File: config.mk
export PLATFORM = sky130hd
export DESIGN_NAME = alu_op_sequencer
export DESIGN_NICKNAME = d
export VERILOG_FILES = /design/src/rtl/alu_pkg.sv /design/src/rtl/alu.sv /design/src/rtl/alu_mul_iter.sv /design/src/rtl/alu_op_sequencer.sv
export SDC_FILE = /design/constraint.sdc
export NUM_CORES = 1
export LEC_CHECK = 0
export CAP_MARGIN = 0
export CORE_ASPECT_RATIO = 0.9
export CORE_UTILIZATION = 60
export DETAILED_ROUTE_END_ITERATION = 8
export PLACE_DENSITY = 0.81
export SYNTH_ARGS = -nofsm -noshare
export SYNTH_HDL_FRONTEND = slang
export SYNTH_SLANG_ARGS = --single-unit
File: constraint.sdc
create_clock -name clk -period 9 [get_ports clk]
set_clock_uncertainty 0.05 [all_clocks]
set_input_delay 2.25 -clock clk [delete_from_list [all_inputs] [get_ports clk]]
set_output_delay 2.25 -clock clk [all_outputs]
set_load 0.1 [all_outputs]
File: src/rtl/alu_pkg.sv
// Shared opcodes, flag positions and sequencer state encoding for the ALU execute stage.
package alu_pkg;

  localparam int unsigned ALU_CTRL_W = 5;
  localparam int unsigned FLAGS_W    = 4;

  localparam logic [ALU_CTRL_W-1:0] ALU_ADD = 5'd1;
  localparam logic [ALU_CTRL_W-1:0] ALU_SUB = 5'd2;
  localparam logic [ALU_CTRL_W-1:0] ALU_MUL = 5'd3;
  localparam logic [ALU_CTRL_W-1:0] ALU_MOV = 5'd4;
  localparam logic [ALU_CTRL_W-1:0] ALU_AND = 5'd9;
  localparam logic [ALU_CTRL_W-1:0] ALU_OR  = 5'd10;
  localparam logic [ALU_CTRL_W-1:0] ALU_XOR = 5'd11;
  localparam logic [ALU_CTRL_W-1:0] ALU_NOT = 5'd12;

  // Bit positions inside the {N,Z,C,V} flag vector
  localparam int unsigned FLAG_N = 3;
  localparam int unsigned FLAG_Z = 2;
  localparam int unsigned FLAG_C = 1;
  localparam int unsigned FLAG_V = 0;

  typedef enum logic [1:0] {
    IDLE = 2'd0,
    MUL  = 2'd1,
    RESP = 2'd2
  } state_t;

  // True for every opcode the execute stage implements
  function automatic logic is_legal(input logic [ALU_CTRL_W-1:0] ctrl);
    logic legal;
    legal = 1'b0;
    case (ctrl)
      ALU_ADD, ALU_SUB, ALU_MUL, ALU_MOV,
      ALU_AND, ALU_OR, ALU_XOR, ALU_NOT: legal = 1'b1;
      default:                           legal = 1'b0;
    endcase
    return legal;
  endfunction

endpackage

File: src/rtl/alu.sv
// Combinational single-cycle ALU: add/sub with carry/overflow, logic ops, move.
module alu
  import alu_pkg::*;
#(
  parameter int unsigned WIDTH = 32
) (
  input  logic [ALU_CTRL_W-1:0] alu_ctrl,
  input  logic [WIDTH-1:0]      srcA,
  input  logic [WIDTH-1:0]      srcB,
  output logic [WIDTH-1:0]      result,
  output logic [FLAGS_W-1:0]    alu_flags
);

  logic [WIDTH-1:0] b_op;
  logic             cin;
  logic [WIDTH:0]   sum;
  logic             carry;
  logic             ovf;

  // Shared adder: SUB is A + ~B + 1, so C means "no borrow"
  always_comb begin
    cin  = (alu_ctrl == ALU_SUB);
    b_op = cin ? ~srcB : srcB;
    sum  = {1'b0, srcA} + {1'b0, b_op} + {{WIDTH{1'b0}}, cin};
  end

  // Opcode decode and flag generation
  always_comb begin
    result    = '0;
    carry     = 1'b0;
    ovf       = 1'b0;
    alu_flags = '0;
    case (alu_ctrl)
      ALU_ADD, ALU_SUB: begin
        result = sum[WIDTH-1:0];
        carry  = sum[WIDTH];
        ovf    = (srcA[WIDTH-1] == b_op[WIDTH-1]) && (sum[WIDTH-1] != srcA[WIDTH-1]);
      end
      ALU_MOV: result = srcA;
      ALU_AND: result = srcA & srcB;
      ALU_OR:  result = srcA | srcB;
      ALU_XOR: result = srcA ^ srcB;
      ALU_NOT: result = ~srcA;
      default: result = '0;
    endcase
    alu_flags[FLAG_N] = result[WIDTH-1];
    alu_flags[FLAG_Z] = (result == '0);
    alu_flags[FLAG_C] = carry;
    alu_flags[FLAG_V] = ovf;
  end

endmodule

File: src/rtl/alu_mul_iter.sv
// Iterative unsigned shift-add multiplier consuming BITS multiplier bits per step.
module alu_mul_iter #(
  parameter int unsigned WIDTH = 32,
  parameter int unsigned BITS  = 1
) (
  input  logic               clk,
  input  logic               rst_n,
  input  logic               start_i,
  input  logic [WIDTH-1:0]   a_i,
  input  logic [WIDTH-1:0]   b_i,
  output logic               done_c,
  output logic [2*WIDTH-1:0] prod_c
);

  localparam int unsigned STEPS = WIDTH / BITS;
  localparam int unsigned CNT_W = (STEPS > 1) ? $clog2(STEPS) : 1;
  localparam int unsigned PW    = 2 * WIDTH;

  logic             busy_q;
  logic [CNT_W-1:0] cnt_q;
  logic [PW-1:0]    acc_q;
  logic [PW-1:0]    mcand_q;
  logic [WIDTH-1:0] mplier_q;
  logic [PW-1:0]    pp;
  logic [PW-1:0]    acc_d;

  // Partial product of the low BITS multiplier bits against the shifted multiplicand
  always_comb begin
    pp = '0;
    for (int unsigned k = 0; k < BITS; k++) begin
      if (mplier_q[k]) pp = pp + (mcand_q << k);
    end
    acc_d = acc_q + pp;
  end

  // The final step's sum is offered combinationally so the caller can register it
  assign done_c = busy_q && (cnt_q == '0);
  assign prod_c = acc_d;

  // Operand latch on start, then one shift-add step per clock until the count expires
  always_ff @(posedge clk or negedge rst_n) begin
    if (!rst_n) begin
      busy_q   <= 1'b0;
      cnt_q    <= '0;
      acc_q    <= '0;
      mcand_q  <= '0;
      mplier_q <= '0;
    end else if (start_i) begin
      busy_q   <= 1'b1;
      cnt_q    <= CNT_W'(STEPS - 1);
      acc_q    <= '0;
      mcand_q  <= {{WIDTH{1'b0}}, a_i};
      mplier_q <= b_i;
    end else if (busy_q) begin
      acc_q    <= acc_d;
      mcand_q  <= mcand_q << BITS;
      mplier_q <= mplier_q >> BITS;
      cnt_q    <= cnt_q - CNT_W'(1);
      if (done_c) busy_q <= 1'b0;
    end
  end

endmodule

File: src/rtl/alu_op_sequencer.sv
// Execute-stage responder: valid/ready request in, registered result/flags out.
// Single-cycle ops go through the combinational alu; MUL runs on alu_mul_iter.
module alu_op_sequencer
  import alu_pkg::*;
#(
  parameter int unsigned WIDTH              = 32,
  parameter int unsigned CTRL_W             = 5,
  parameter int unsigned MUL_BITS_PER_CYCLE = 1
) (
  input  logic              clk,
  input  logic              rst_n,
  input  logic              req_valid,
  output logic              req_ready,
  input  logic [CTRL_W-1:0] req_ctrl,
  input  logic [WIDTH-1:0]  req_src_a,
  input  logic [WIDTH-1:0]  req_src_b,
  output logic              rsp_valid,
  input  logic              rsp_ready,
  output logic [WIDTH-1:0]  rsp_result,
  output logic [3:0]        rsp_flags,
  output logic              rsp_err
);

  state_t                  state_q;
  logic                    rsp_valid_q;
  logic [WIDTH-1:0]        rsp_result_q;
  logic [FLAGS_W-1:0]      rsp_flags_q;
  logic                    rsp_err_q;

  logic [ALU_CTRL_W-1:0]   ctrl;
  logic                    accept;
  logic                    op_is_mul;
  logic                    op_legal;
  logic [WIDTH-1:0]        alu_result;
  logic [FLAGS_W-1:0]      alu_flags;
  logic                    mul_done;
  logic [2*WIDTH-1:0]      mul_prod;
  logic [FLAGS_W-1:0]      mul_flags;

  assign ctrl      = ALU_CTRL_W'(req_ctrl);
  assign op_is_mul = (ctrl == ALU_MUL);
  assign op_legal  = is_legal(ctrl);

  // A drained or draining response slot can take a new request in the same cycle
  assign req_ready = (state_q == IDLE) | ((state_q == RESP) & rsp_ready);
  assign accept    = req_valid & req_ready;

  alu #(
    .WIDTH(WIDTH)
  ) u_alu (
    .alu_ctrl (ctrl),
    .srcA     (req_src_a),
    .srcB     (req_src_b),
    .result   (alu_result),
    .alu_flags(alu_flags)
  );

  alu_mul_iter #(
    .WIDTH(WIDTH),
    .BITS (MUL_BITS_PER_CYCLE)
  ) u_mul (
    .clk    (clk),
    .rst_n  (rst_n),
    .start_i(accept & op_is_mul),
    .a_i    (req_src_a),
    .b_i    (req_src_b),
    .done_c (mul_done),
    .prod_c (mul_prod)
  );

  // MUL flags: V reports a non-zero upper half of the full product
  always_comb begin
    mul_flags         = '0;
    mul_flags[FLAG_N] = mul_prod[WIDTH-1];
    mul_flags[FLAG_Z] = (mul_prod[WIDTH-1:0] == '0);
    mul_flags[FLAG_C] = 1'b0;
    mul_flags[FLAG_V] = |mul_prod[2*WIDTH-1:WIDTH];
  end

  // Sequencer state and registered response outputs
  always_ff @(posedge clk or negedge rst_n) begin
    if (!rst_n) begin
      state_q      <= IDLE;
      rsp_valid_q  <= 1'b0;
      rsp_result_q <= '0;
      rsp_flags_q  <= '0;
      rsp_err_q    <= 1'b0;
    end else begin
      case (state_q)
        IDLE, RESP: begin
          if (accept) begin
            if (op_is_mul) begin
              state_q     <= MUL;
              rsp_valid_q <= 1'b0;
            end else if (op_legal) begin
              state_q      <= RESP;
              rsp_valid_q  <= 1'b1;
              rsp_result_q <= alu_result;
              rsp_flags_q  <= alu_flags;
              rsp_err_q    <= 1'b0;
            end else begin
              state_q      <= RESP;
              rsp_valid_q  <= 1'b1;
              rsp_result_q <= '0;
              rsp_flags_q  <= '0;
              rsp_err_q    <= 1'b1;
            end
          end else if ((state_q == RESP) && rsp_ready) begin
            state_q     <= IDLE;
            rsp_valid_q <= 1'b0;
          end
        end
        MUL: begin
          if (mul_done) begin
            state_q      <= RESP;
            rsp_valid_q  <= 1'b1;
            rsp_result_q <= mul_prod[WIDTH-1:0];
            rsp_flags_q  <= mul_flags;
            rsp_err_q    <= 1'b0;
          end
        end
        default: begin
          state_q     <= IDLE;
          rsp_valid_q <= 1'b0;
        end
      endcase
    end
  end

  assign rsp_valid  = rsp_valid_q;
  assign rsp_result = rsp_result_q;
  assign rsp_flags  = rsp_flags_q;
  assign rsp_err    = rsp_err_q;

endmodule
**Yosys cells after proc, flatten, opt, wreduce, memory -nomap -nowiden**

Memory sizes are Yosys's and may differ from the RTL's.
Cells that the tools add are included.

- Word-level logic and storage cells: 96
- Memories kept: 1
- Bits in latches: 0
- Bits in read-only memories: 16
- Bits of input ports: 73
- Memory bits (writable): 0
- Bits in registers: 206

Memories:

| memory | depth | bits a word | rd ports | clocked after Yosys merged registers in | write ports | line | RTL |
|---|---|---|---|---|---|---|---|
| (name not given) | 16 | 1 | 1 | 0 | 0 | alu_pkg.sv:32 | `case (ctrl)` |

- Bitwise logic cells: 9
- Divide/modulo/power cells: 0
- Add/subtract/negate cells: 4
- Reduce and logical (&&, ||, !) cells: 14
- Order comparisons: 0
- Muxes and demuxes: 42
- Multipliers: 0
- Equality and inequality tests: 16
- Shifts and indexed selects: 0

Operators by type and width:

| operator | count |
|---|---|
| $mux 64 | 5 |
| $mux 32 | 7 |
| $pmux 32 s6 | 1 |
| $add 64x64->64 | 1 |
| $logic_not 32->1 | 2 |
| $not 32->32 | 2 |
| $pmux 32 s2 | 1 |
| $add 32x32->33 | 1 |
| $add 33x1->33 | 1 |
| $and 32x32->32 | 1 |
| $or 32x32->32 | 1 |
| $reduce_or 32->1 | 1 |
| $xor 32x32->32 | 1 |
| $eq 5x4->1 const B | 4 |
| $mux 4 | 4 |
| $mux 1 | 14 |
| $eq 5x2->1 const B | 2 |
| $mux 5 | 2 |
| $mux 2 | 4 |
| $pmux 4 s2 | 1 |
| $ne 2x2->1 const B | 3 |
| $eq 5x1->1 const B | 1 |
| $eq 5x3->1 const B | 1 |
| $logic_not 5->1 | 1 |
| 16 further kinds | 23 |

**Longest topological paths before layout**

Gate-level depths: netlist of the first run.

- Word-level depth: 11
- Depth in mapped cells: 20
- Depth with buffers taken out: 16

**Hierarchy**

From an unflattened synthesis of the first run, not the netlist that was laid out.

- Cell total of the unflattened synthesis: 2235
- Area, all modules: 18637.9 µm²

Modules (own cells, without submodules):

| module | seq. area each (µm²) | times used | area an instance (µm²) | cells an instance |
|---|---|---|---|---|
| alu_mul_iter | 4154.0 | 1 | 11692.5 | 1338 |
| alu | 0.0 | 1 | 4712.0 | 662 |
| alu_op_sequencer | 975.9 | 1 | 2233.4 | 235 |

**Least setup slack after synthesis of the first run**

OpenSTA, ideal clock, no wires.

- Kind: in2reg
- Start point: input port req_ctrl[3]
- End point: register rsp_flags_q[2], in the netlist rsp_flags[2]
- Data arrival time: 6.739 ns
- Buffers on the path: 3
- Data required time: 8.881 ns
- Stages on the path: 19
- Path slack: 2.142 ns
- Setup time: 0.069 ns
- Cells stage by stage: buf_2 > nor3_1 > and2_1 > clkbuf_1 > buf_1 > xnor2_1 > ha_1 > a21oi_1 > o21ai_0 > a221o_1 > a221o_1 > a31o_2 > a32oi_1 > o21bai_1 > xor2_1 > a2111oi_0 > nand4_1 > or4_1 > nand3_1

- Word-level cells in the longest chain between the ends: 10
- Elaborated cells between the ends (all ways): 22

Ends and longest elaborated chain:

| item | line | RTL |
|---|---|---|
| from (decl) | alu_op_sequencer.sv:14 | `input logic [CTRL_W-1:0] req_ctrl,` |
| $eq 5x2->1 | alu.sv:22, alu.sv:33 |  |
| $mux 32 | alu.sv:23 | `b_op = cin ? ~srcB : srcB;` |
| $add 32x32->33 | alu.sv:24 | `sum = {1'b0, srcA} + {1'b0, b_op} + {{WIDTH{1'b0}}, cin};` |
| $add 33x1->33 | alu.sv:24 |  |
| $pmux 32 s6 | alu.sv:33 | `case (alu_ctrl)` |
| $logic_not 32->1 | alu.sv:47 | `alu_flags[FLAG_Z] = (result == '0);` |
| $mux 4 | alu_op_sequencer.sv:95 | `end else if (op_legal) begin` |
| $mux 4 | alu_op_sequencer.sv:92 | `if (op_is_mul) begin` |
| $mux 4 | alu_op_sequencer.sv:91 | `if (accept) begin` |
| $pmux 4 s2 | alu_op_sequencer.sv:89 | `case (state_q)` |
| to (signal assigned) | alu_op_sequencer.sv:99 | `rsp_flags_q <= alu_flags;` |
| to (signal assigned) | alu_op_sequencer.sv:118 | `rsp_flags_q <= mul_flags;` |
| to (decl) | alu_op_sequencer.sv:27 | `logic [FLAGS_W-1:0] rsp_flags_q;` |

Parallel ways exist; a longest one is shown, timed or not. The select of a mux whose other input is x is not followed.
A chain may end at the register's enable or synchronous reset.

**Worst setup path after layout of the first run**

- Start point: input port req_ctrl[0]
- End point: register rsp_flags_q[2], in the netlist rsp_flags[2]

Same word-level chain as after synthesis.

==> results of run 1 <==
worst register-to-register path, delay by kind of cell (launching register included):
family	cells	cell delay [ns]
and+or+nand+nor	10	3.27
DFF	1	0.37
AOI/OAI and AO/OA	3	1.22
buffers and inverters	1	0.32
adders and majority gates	1	0.48
placed cells by master, fill, tap and decap left out, types with 21 or more instances in the layout:
master	n
sky130_fd_sc_hd__clkdlybuf4s50_1	109
sky130_fd_sc_hd__nand2_1	245
sky130_fd_sc_hd__ha_1	168
sky130_fd_sc_hd__nand4_1	35
sky130_fd_sc_hd__a21o_1	36
sky130_fd_sc_hd__nor3_1	21
sky130_fd_sc_hd__and2_1	74
sky130_fd_sc_hd__a21oi_1	133
sky130_fd_sc_hd__clkbuf_16	25
sky130_fd_sc_hd__dfrtp_1	203
sky130_fd_sc_hd__nor2_1	181
sky130_fd_sc_hd__mux2i_1	146
sky130_fd_sc_hd__xor2_1	61
sky130_fd_sc_hd__inv_1	90
sky130_fd_sc_hd__o21ai_0	199
sky130_fd_sc_hd__xnor2_1	94
worst min path at each step:
stage	end	slack, ns	cells past startpoint
after floorplan	u_mul.mcand_q[63]	0.44	2
after global placement	rsp_result[10]	0.41	2
after detailed placement	rsp_result[20]	0.42	2
after CTS	rsp_result[20]	0.43	2
after global routing	rsp_result[20]	0.44	2
final	rsp_result[20]	0.43	2
metrics by stage:
stage / worst slack, ns / instances / util, % / total power [µW]
after global placement: 1.359 / 2533 / 65.57 / 4413
after CTS: 1.661 / 2576 / 68.25 / 5519
after detailed placement: 1.112 / 2533 / 65.57 / 4507
after global routing: 1.136 / 2576 / 68.25 / 5913
final: 1.587 / 2577 / 68.26 / 5578
after floorplan: 2.142 / 2132 / - / 3714
layout make-up:
| class | instances | area [µm²] | share of cell area, % |
|---|---|---|---|
| Antenna cell | 1 | 2.502 | 0.01264 |
| Clock buffer | 36 | 706.9 | 3.570 |
| Clock inverter | 7 | 72.57 | 0.3664 |
| Inverter | 91 | 341.6 | 1.725 |
| Multi-Input combinational cell | 1717 | 11840 | 59.77 |
| Sequential cell | 204 | 5109 | 25.80 |
| Tap cell | 396 | 495.5 | 2.502 |
| Timing Repair Buffer | 125 | 1240 | 6.261 |
registers in the layout (all words and copies together), names as in the netlist, 4 cells and up:
signal / count
rsp_result: 31
rsp_flags: 4
u_mul.mplier_q: 32
u_mul.mcand_q: 64
u_mul.cnt_q: 5
u_mul.acc_q: 64
routing by layer:
layer | GRT usage (%) | vias to the layer above | part of all wire, %
met2 | 56.01 | 736 | 42
li1 | - | 7625 | -
met5 | 0 | - | 0
met3 | 6.360 | 103 | 9.0
met4 | 10.23 | 0 | 2.9
met1 | 55.18 | 7981 | 46
kinds of logic (layout without fill, tap and decap cells):
| kind of cell | count (synthesis) | after routing | synth area share (%) |
|---|---|---|---|
| xor gates and xnor gates | 157 | 157 | 7.867 |
| and+or+nand+nor | 664 | 664 | 17.52 |
| muxes | 148 | 148 | 8.360 |
| adders and majority gates | 170 | 170 | 12.07 |
| buffers and inverters | 211 | 259 | 4.737 |
| other | 0 | 1 | 0 |
| DFF | 204 | 204 | 28.76 |
| AOI/OAI and AO/OA | 578 | 578 | 20.69 |
power breakdown:
part	switching (µW)	internal, µW	total, µW
Combinational	1880	1130	3010
Clock	420	572	992
Sequential	304	1270	1580
==> results.md, run 1 <==
- Status: completed
- Number of buffers and inverters on the critical path: 2
- Global route overflow: 0
- Critical path depth in cells: 17
- Share of post-route cells with drive strength above 1: about 4.8%
- Die Span X: 183.3 µm
- Number of buffers on the longest clock path: 3
- CTS-repair resized insts: 0
- Start point of the critical path: req_ctrl[0]
- Peak ir drop on the vdd network: between 300 and 400 µV
- Post-CTS Hold Fix Bufs: 0
- Worst slew pin tran: 1.077 ns
- Total core area: between 20000 and 30000 µm²
- Worst slew slack as a fraction of its limit: 28.00%
- CP max FO: 20
- Pin count of the biggest net entering global routing: 220
- Nets in the synthesized netlist: around 2.4k
- Type of origin of the critical path: primary input
- Biggest cell delay along the critical path: 0.70 ns
- Number of optimization iterations in the first detailed-route pass: 8
- Family of cells with the greatest summed delay on the critical path: compound AO/OA/AOI/OAI gates
- Area growth from synthesis to layout: 11.57%
- Synth unique cells: 92
- Critical-path cell list: clkdlybuf4s50_1 > nor2b_1 > and2_2 > buf_4 > xnor2_1 > ha_1 > a21oi_1 > o21ai_0 > a221oi_1 > o21ai_0 > a21oi_1 > o221ai_1 > o41ai_1 > xor2_1 > o211ai_1 > or4_1 > nand3_1
- # port buffers: 111
- Count of synthesis-stage warnings from yosys: 0
- Later-pin clock latency in the skew report: ~0.55 ns
- Critical-path cell with the highest stage delay: sky130_fd_sc_hd__clkdlybuf4s50_1
- I/O Pins: 112
- Final-layout setup total negative slack: 0 ns
- Final worst path period share: 82.37%
- Fraction of post-synthesis cell area in the top cell type by area: 28.76%
- Filler cells: 2503
- Number of global-route vias before repair: 15.65k
- Max-capacitance violation count: 0
- CTS tree: yes
- Capturing element of the worst setup path: rsp_flags[2]
- Synthesized area per cell: between 8 and 9 µm²
- Class of the tightest hold or removal check: reg -> reg
- Last weighted congestion value of the routability-driven placer: 0.9691
- Number of antenna violations at the first check in global routing: 1
- Drt total wl: 56200 µm
- Cell area after technology mapping: 17750 µm²
- Power density normalized to cell area: 281.7 nW/µm²
- Sequential fraction of the synthesis area: 28.76%
- DR DRC count: 0
- Worst reg2reg endpoint: rsp_flags[0]
- Clock sinks: 204
- Primary FF master, synth: sky130_fd_sc_hd__dfrtp_1
- Total setup violations reported at the end of the flow: 0
- GRT Util Overall: 37.39%
- Share of synthesized registers carrying an async set or reset: 100.0%
- Cell taking the most area after synthesis: sky130_fd_sc_hd__dfrtp_1
- FF-to-FF path depth: 15
- Area of placed instances: 19020 µm²
- Worst hold slack across all endpoints: between 0.4 and 0.5 ns
- Static leakage: about 0.0092 µW
- Type of the worst setup path: in -> reg
- Post-CTS setup buffer count: 0
- Largest cells by area after synthesis: sky130_fd_sc_hd__dfrtp_1 29%, sky130_fd_sc_hd__ha_1 12%, sky130_fd_sc_hd__mux2i_1 8.2%, sky130_fd_sc_hd__o21ai_0 5.6%, sky130_fd_sc_hd__nand2_1 5.2%
- Dominant cell by count in the synthesized netlist: sky130_fd_sc_hd__nand2_1
- Net count, final: 2406
- Setup slack on the worst flop-to-flop path: 3.17 ns
- Initial cell density of the core: 61.18%
- Highest Clock Rate: 134.9 MHz
- Number of buffers added by the clock tree synthesis step: 24
- Number of DRC violations after detailed-routing iteration 0: 1705
- Final Max Tran Viols: 0
- Tmin final: 7.413 ns
- Clock transition at the register clock pins on the worst setup and hold paths after CTS: 0.06 ns
- Setup repair after global routing missed its margin: no
- Instance count of the mapped netlist: 2132
- Number of nets still failing antenna checks after routing: 0
- EDFF count, synth: 0
- Post-DR wirelength/cell: 21.81 µm
- Hold_sp: rsp_result[20]
- Overall die area: 30280 µm²
- Routed via count: roughly 16k
- Floorplan row count: 59
- Arrival time worst endpoint: 7.85 ns
- Register bit count reported by yosys: 204
- Die Y-Extent: 165.2 µm
- Wire length of the first global-routing pass: approximately 88000 µm
- Post-detail-place hpwl: 41730 µm
- Required time at the worst-slack endpoint: 9.43 ns
- Maximum level of the CTS H-tree: 1
- Most numerous cell types in the synthesized netlist: 245 x sky130_fd_sc_hd__nand2_1, 204 x sky130_fd_sc_hd__dfrtp_1, 199 x sky130_fd_sc_hd__o21ai_0
- Root cell of the clock tree: sky130_fd_sc_hd__clkbuf_16
- Via density per instance: around 6.4
- Hold Violations, Final: 0
- Post-Layout Inst Area: a little under 20000 µm²
- Kind of end point of the critical path: flop
- Critical R2R Launch: u_mul.mplier_q[0]
No activity file was read; power rests on OpenSTA's default activity.
==> inputs of run 2 (changes only) <==
==> constraint.sdc (replaced) <==
create_clock -name clk -period 7.7 [get_ports clk]
set_clock_uncertainty 0.05 [all_clocks]
set_input_delay 1.925 -clock clk [delete_from_list [all_inputs] [get_ports clk]]
set_output_delay 1.925 -clock clk [all_outputs]
set_load 0.1 [all_outputs]
==> results.md, run 2 (synthesis gave the netlist of run 1 again) <==
- Status: completed (unchanged)
- Max-capacitance violation count: 0 (unchanged)
- Share of post-route cells with drive strength above 1: 4.858% (was 4.771%)
- Post-DR wirelength/cell: 21.82 µm (was 21.81 µm)
- Post-detail-place hpwl: 42180 µm (was 41730 µm)
- Clock sinks: 204 (unchanged)
- Number of optimization iterations in the first detailed-route pass: 6 (was 8)
- Largest registers in the final layout: u_mul.acc_q: 64 flops, u_mul.mcand_q: 64 flops, u_mul.mplier_q: 32 flops (unchanged)
- Setup repair after global routing missed its margin: no (unchanged)
- Leading cell types in the layout, fill and taps excluded: 245 x sky130_fd_sc_hd__nand2_1, 203 x sky130_fd_sc_hd__dfrtp_1, 199 x sky130_fd_sc_hd__o21ai_0 (unchanged)
- Total setup violations reported at the end of the flow: 0 (unchanged)
- Last weighted congestion value of the routability-driven placer: 0.9785 (was 0.9691)
- Later-pin clock latency in the skew report: 0.55 ns (about the same)
- DR DRC count: 0 (unchanged)
- Overall die area: 30280 µm² (unchanged)
- Routed via count: 16.33k (was 16.45k)
- Initial cell density of the core: 61.18% (unchanged)
- Number of global-route vias before repair: 15.37k (was 15.65k)
- Final Max Tran Viols: 0 (unchanged)
- Arrival time worst endpoint: 7.21 ns (was 7.85 ns)
- Die Span X: 183.3 µm (unchanged)
- Critical R2R Launch: u_mul.mplier_q[0] (unchanged)
- Wire length of the first global-routing pass: 87820 µm (was 88380 µm)
- # port buffers: 111 (unchanged)
- Hold Violations, Final: 0 (unchanged)
- Worst slew slack as a fraction of its limit: 28.60% (was 28.00%)
- Root cell of the clock tree: sky130_fd_sc_hd__clkbuf_16 (unchanged)
- Total core area: 29010 µm² (unchanged)
- Type of the worst setup path: in -> reg (unchanged)
- Type of origin of the critical path: primary input (unchanged)
- End of the worst hold path: rsp_result[24] (was rsp_result[20])
- Final core utilization: 68.40% (was 68.26%)
- I/O Pins: 112 (unchanged)
- Die Y-Extent: 165.2 µm (unchanged)
- Number of buffers added by the clock tree synthesis step: 25 (was 24)
- CP max FO: 14 (was 20)
- Post-CTS setup buffer count: 0 (unchanged)
- Post-CTS Hold Fix Bufs: 0 (unchanged)
- GRT Util Overall: 37.34% (was 37.39%)
- Power density normalized to cell area: 330.6 nW/µm² (was 281.7 nW/µm²)
- Required time at the worst-slack endpoint: 8.13 ns (was 9.43 ns)
- Number of nets still failing antenna checks after routing: 0 (unchanged)
- Setup slack on the worst flop-to-flop path: 1.50 ns (was 3.17 ns)
- Maximum level of the CTS H-tree: 1 (unchanged)
- Via density per instance: 6.332 (was 6.381)
- CTS-repair resized insts: 0 (unchanged)
- Area growth from synthesis to layout: 11.81% (was 11.57%)
- Number of buffers on the longest clock path: 3 (unchanged)
- Worst reg2reg endpoint: rsp_flags[0] (unchanged)
- Final-layout setup total negative slack: 0 ns (unchanged)
- Class of the tightest hold or removal check: reg -> reg (unchanged)
- Tmin final: 6.787 ns
- Final worst path period share: 88.15%
- Leading cell type in the layout, fill and taps excluded: sky130_fd_sc_hd__nand2_1 (unchanged)
- CTS tree: yes (unchanged)
- Net count, final: 2411 (was 2406)
- Number of stages on the worst hold path: 2 (unchanged)
- Floorplan row count: 59 (unchanged)
- Clock transition at the register clock pins on the worst setup and hold paths after CTS: 0.06 ns (about the same)
- Number of antenna violations at the first check in global routing: 1 (unchanged)
- FF-to-FF path depth: 15 (unchanged)
- Static leakage: 0.009247 µW (was 0.009219 µW)
- Worst slew pin tran: 1.071 ns (was 1.077 ns)
- Drt total wl: 56280 µm (was 56200 µm)
- Hold_sp: rsp_result[24] (was rsp_result[20])
- Number of DRC violations after detailed-routing iteration 0: 1751 (was 1705)
- Global route overflow: 0 (unchanged)
- Kind of end point of the critical path: flop (unchanged)
- Pin count of the biggest net entering global routing: 220 (unchanged)
- Highest Clock Rate: 147.3 MHz
- Peak ir drop on the vdd network: 316.0 µV (was 313.4 µV)
run 2: changes by cell type in the layout (fill, tap and decap cells not counted), sizes merged:
cell      delta
inv          +1
buf          +4
bufinv       +2
clkinv       -1
clkinvlp     -1
clkbuf       -3
run 2: routing by layer:
metal  share of wire, %  vias to the layer above  wire length (µm)  track usage [%]
met2                 41                      728             23220            54.39
met4                2.8                        2              1570            10.64
met1                 47                     7857             26380            55.28
li1                   -                     7634                 -                -
met5              0.021                        -                12                0
met3                9.1                      108              5097            7.785
run 2: per-stage QoR:
| stage | instance area [µm²] | power, µW | worst slack (ns) | std cells | hold slack [ns] |
|---|---|---|---|---|---|
| floorplan | 17750 | 4341 | 1.167 | 2132 | 0.4367 |
| global placement | 19050 | 5165 | 0.7315 | 2537 | 0.4107 |
| detailed placement | 19050 | 5260 | 0.4708 | 2537 | 0.4190 |
| CTS | 19840 | 6480 | 1.028 | 2578 | 0.4315 |
| global route | 19840 | 6953 | 0.5958 | 2578 | 0.4449 |
| finish | 19850 | 6561 | 0.9128 | 2579 | 0.4267 |
run 2: final cells by class:
class                           count  area (µm²)
Fill cell                        2407        9166
Clock buffer                       33       665.6
Antenna cell                        1       2.502
Timing Repair Buffer              129        1270
Clock inverter                      8       125.1
Sequential cell                   204        5109
Inverter                           91       341.6
Tap cell                          396       495.5
Multi-Input combinational cell   1717       11840
run 2: critical path, cell delays in order:
cell,delay (ns)
sky130_fd_sc_hd__clkdlybuf4s50_1,0.48
sky130_fd_sc_hd__nor2b_1,0.34
sky130_fd_sc_hd__and2_2,0.49
sky130_fd_sc_hd__buf_4,0.33
sky130_fd_sc_hd__xnor2_1,0.15
sky130_fd_sc_hd__ha_1,0.33
sky130_fd_sc_hd__a21o_1,0.22
sky130_fd_sc_hd__a21o_1,0.17
sky130_fd_sc_hd__a221oi_1,0.34
sky130_fd_sc_hd__o21ai_0,0.13
sky130_fd_sc_hd__a21oi_1,0.43
sky130_fd_sc_hd__o221ai_1,0.25
sky130_fd_sc_hd__o41ai_1,0.61
sky130_fd_sc_hd__xor2_1,0.21
sky130_fd_sc_hd__o211ai_1,0.14
sky130_fd_sc_hd__or4_1,0.57
sky130_fd_sc_hd__nand3_1,0.09
run 2: report_power, final:
group          internal (µW)  total [µW]  switching (µW)
Combinational           1320        3510            2190
Clock                    705        1190             485
Sequential              1490        1860             370
run 2: worst max path at each step:
stage                start            to  slack, ns  cells after the start
6_report       req_ctrl[1]  rsp_flags[2]       0.91                     17
5_1_grt        req_ctrl[2]  rsp_flags[2]       0.60                     18
4_1_cts        req_ctrl[1]  rsp_flags[2]       1.03                     17
3_5_place_dp   req_ctrl[1]  rsp_flags[2]       0.47                     17
3_3_place_gp   req_ctrl[1]  rsp_flags[2]       0.73                     17
2_1_floorplan  req_ctrl[3]  rsp_flags[2]       1.17                     19
==> inputs of run 3 (changes only) <==
--- a/config.mk
+++ b/config.mk
@@ -5,8 +5,9 @@
 export SDC_FILE = /design/constraint.sdc
 export NUM_CORES = 1
 export LEC_CHECK = 0
+export ABC_AREA = 0
 export CAP_MARGIN = 0
-export CORE_ASPECT_RATIO = 0.9
+export CORE_ASPECT_RATIO = 0.75
 export CORE_UTILIZATION = 60
 export DETAILED_ROUTE_END_ITERATION = 8
 export PLACE_DENSITY = 0.81
==> results.md, run 3 (synthesis gave the netlist of run 1 again) <==
- Post-CTS setup buffer count: 0 (unchanged)
- Die Y-Extent: 151.0 µm (was 165.2 µm)
- Worst-case setup margin in the final layout: 0.9787 ns (was 0.9128 ns)
- Number of buffers added by the clock tree synthesis step: 24 (was 25)
- Die Span X: 200.6 µm (was 183.3 µm)
- Worst slew pin tran: 1.043 ns (was 1.071 ns)
- Class of the tightest hold or removal check: reg -> reg (unchanged)
- Overall die area: 30280 µm² (about the same)
- Drt total wl: 57570 µm (was 56280 µm)
- Number of diodes added for antenna fixing: 0 (was 1)
- Clock transition at the register clock pins on the worst setup and hold paths after CTS: 0.06 ns (about the same)
- Leading cell type in the layout, fill and taps excluded: sky130_fd_sc_hd__nand2_1 (unchanged)
- Post-DR wirelength/cell: 22.32 µm (was 21.82 µm)
- Last weighted congestion value of the routability-driven placer: 1.040 (was 0.9785)
- Root cell of the clock tree: sky130_fd_sc_hd__clkbuf_16 (unchanged)
- Net count, final: 2413 (was 2411)
- Placement-stage worst setup slack: 0.5461 ns (was 0.4708 ns)
- Tmin final: 6.721 ns (was 6.787 ns)
- Total core area: 29050 µm² (was 29010 µm²)
- Post-detail-place hpwl: 43290 µm (was 42180 µm)
- Final core utilization: 68.62% (was 68.40%)
- Setup slack on the worst flop-to-flop path: 1.31 ns (was 1.50 ns)
- Max-capacitance violation count: 0 (unchanged)
- Final worst path period share: 87.29% (was 88.15%)
- Capturing element of the worst setup path: rsp_flags[2] (unchanged)
- Status: completed (unchanged)
- Post-CTS Hold Fix Bufs: 0 (unchanged)
- Final-layout setup total negative slack: 0 ns (unchanged)
- Critical R2R Launch: u_mul.mplier_q[0] (unchanged)
- FF-to-FF path depth: 15 (unchanged)
- Placed Cells: 2536 (was 2537)
- Post-Layout Inst Area: 19940 µm² (was 19850 µm²)
- CTS-repair resized insts: 0 (unchanged)
- Routed via count: 16.55k (was 16.33k)
- Largest registers in the final layout: u_mul.acc_q: 64 flops, u_mul.mcand_q: 64 flops, u_mul.mplier_q: 32 flops (unchanged)
- Type of origin of the critical path: primary input (unchanged)
- Later-pin clock latency in the skew report: 0.55 ns (about the same)
- Floorplan row count: 54 (was 59)
- Filler cells: 2382 (was 2407)
- Hold_sp: rsp_result[27] (was rsp_result[24])
- CTS tree: yes (unchanged)
- Wire length of the first global-routing pass: 90070 µm (was 87820 µm)
- Worst slew slack as a fraction of its limit: 30.44% (was 28.60%)
- Area growth from synthesis to layout: 12.32% (was 11.81%)
- Total setup violations reported at the end of the flow: 0 (unchanged)
- Static leakage: 0.009306 µW (was 0.009247 µW)
- Non-filler cells in the finished layout: 2579 (unchanged)
- # port buffers: 111 (unchanged)
- Start point of the critical path: req_ctrl[2] (was req_ctrl[1])
- Number of optimization iterations in the first detailed-route pass: 5 (was 6)
- Power density normalized to cell area: 334.4 nW/µm² (was 330.6 nW/µm²)
- Initial cell density of the core: 61.09% (was 61.18%)
- Kind of end point of the critical path: flop (unchanged)
- Clock sinks: 204 (unchanged)
- Sequential cell area: 5109 µm² (unchanged)
- Peak ir drop on the vdd network: 329.1 µV (was 316.0 µV)
- Final Max Tran Viols: 0 (unchanged)
- DR DRC count: 0 (unchanged)
- Arrival time worst endpoint: 7.14 ns (was 7.21 ns)
- CP max FO: 13 (was 14)
- Number of antenna violations at the first check in global routing: 2 (was 1)
- Type of the worst setup path: in -> reg (unchanged)
- GRT Util Overall: 38.13% (was 37.34%)
- Setup repair after global routing missed its margin: no (unchanged)
- Maximum level of the CTS H-tree: 1 (unchanged)
- Multi-input combinational cell area: 11840 µm² (unchanged)
- Required time at the worst-slack endpoint: 8.12 ns (was 8.13 ns)
- Number of DRC violations after detailed-routing iteration 0: 1894 (was 1751)
- Via density per instance: 6.416 (was 6.332)
- Leading cell types in the layout, fill and taps excluded: 245 x sky130_fd_sc_hd__nand2_1, 203 x sky130_fd_sc_hd__dfrtp_1, 199 x sky130_fd_sc_hd__o21ai_0 (unchanged)
- Worst reg2reg endpoint: rsp_flags[0] (unchanged)
- Number of global-route vias before repair: 15.45k (was 15.37k)
- Number of buffers on the longest clock path: 3 (unchanged)
- Hold Violations, Final: 0 (unchanged)
- Share of post-route cells with drive strength above 1: 5.350% (was 4.858%)
- Number of nets still failing antenna checks after routing: 0 (unchanged)
- Global route overflow: 0 (unchanged)
- Area of placed instances: 19060 µm² (was 19050 µm²)
- Highest Clock Rate: 148.8 MHz (was 147.3 MHz)
- Pin count of the biggest net entering global routing: 144 (was 220)
- I/O Pins: 112 (unchanged)
## run 3: changes by cell type in the layout (fill, tap and decap cells not counted), sizes merged
cell    previous run  this run
clkbuf            34        32
diode              1         0
bufinv             3         4
buf               19        22
clkinv             3         6
## run 3: worst max-delay path: stages
cell and delay, ns:
sky130_fd_sc_hd__clkdlybuf4s50_1 0.50, sky130_fd_sc_hd__nor3_1 0.25, sky130_fd_sc_hd__buf_4 0.18, sky130_fd_sc_hd__and2_2 0.40, sky130_fd_sc_hd__buf_4 0.34, sky130_fd_sc_hd__xnor2_1 0.15
sky130_fd_sc_hd__ha_1 0.31, sky130_fd_sc_hd__a21oi_1 0.21, sky130_fd_sc_hd__o21ai_0 0.17, sky130_fd_sc_hd__a221oi_1 0.35, sky130_fd_sc_hd__o21ai_0 0.13, sky130_fd_sc_hd__a21oi_1 0.42
sky130_fd_sc_hd__o221ai_1 0.28, sky130_fd_sc_hd__o41ai_1 0.54, sky130_fd_sc_hd__xor2_1 0.19, sky130_fd_sc_hd__o211ai_1 0.14, sky130_fd_sc_hd__or4_1 0.55, sky130_fd_sc_hd__nand3_1 0.10
## run 3: where the power goes
group	switching [µW]	leakage [µW]	internal, µW
sequential	368	0.00258	1490
clock	504	0.000433	777
combinational	2210	0.00629	1320
## run 3: how the worst min path moves through the flow
stage	to	slack [ns]	depth (start not counted)
after global routing	rsp_result[27]	0.46	2
after floorplan	u_mul.mcand_q[63]	0.44	2
final	rsp_result[27]	0.42	2
after detailed placement	rsp_result[27]	0.42	2
after CTS	rsp_result[27]	0.43	2
after global placement	rsp_result[21]	0.41	2
## run 3: area by class of cell
| type | count | share of cell area (%) |
|---|---|---|
| flip-flops and latches | 204 | 25.62 |
| clock buffers | 31 | 3.502 |
| inverters | 91 | 1.713 |
| clock inverters | 12 | 0.9100 |
| well taps | 392 | 2.460 |
| multi-input cells | 1717 | 59.37 |
| repair buffers | 132 | 6.420 |
## run 3: metrics by stage
step / total power [µW] / hold WS, ns
detailed placement: 5270 / 0.4200
global placement: 5172 / 0.4120
finish: 6667 / 0.4241
CTS: 6576 / 0.4330
floorplan: 4341 / 0.4367
global route: 7059 / 0.4583
## run 3: layer usage
layer | vias to the layer above | GRT usage [%] | share of wire (%)
met5 | - | 1.948 | 0.13
met1 | 7962 | 58.44 | 47
met2 | 868 | 54.95 | 41
li1 | 7646 | - | -
met4 | 2 | 6.603 | 1.5
met3 | 69 | 7.939 | 11
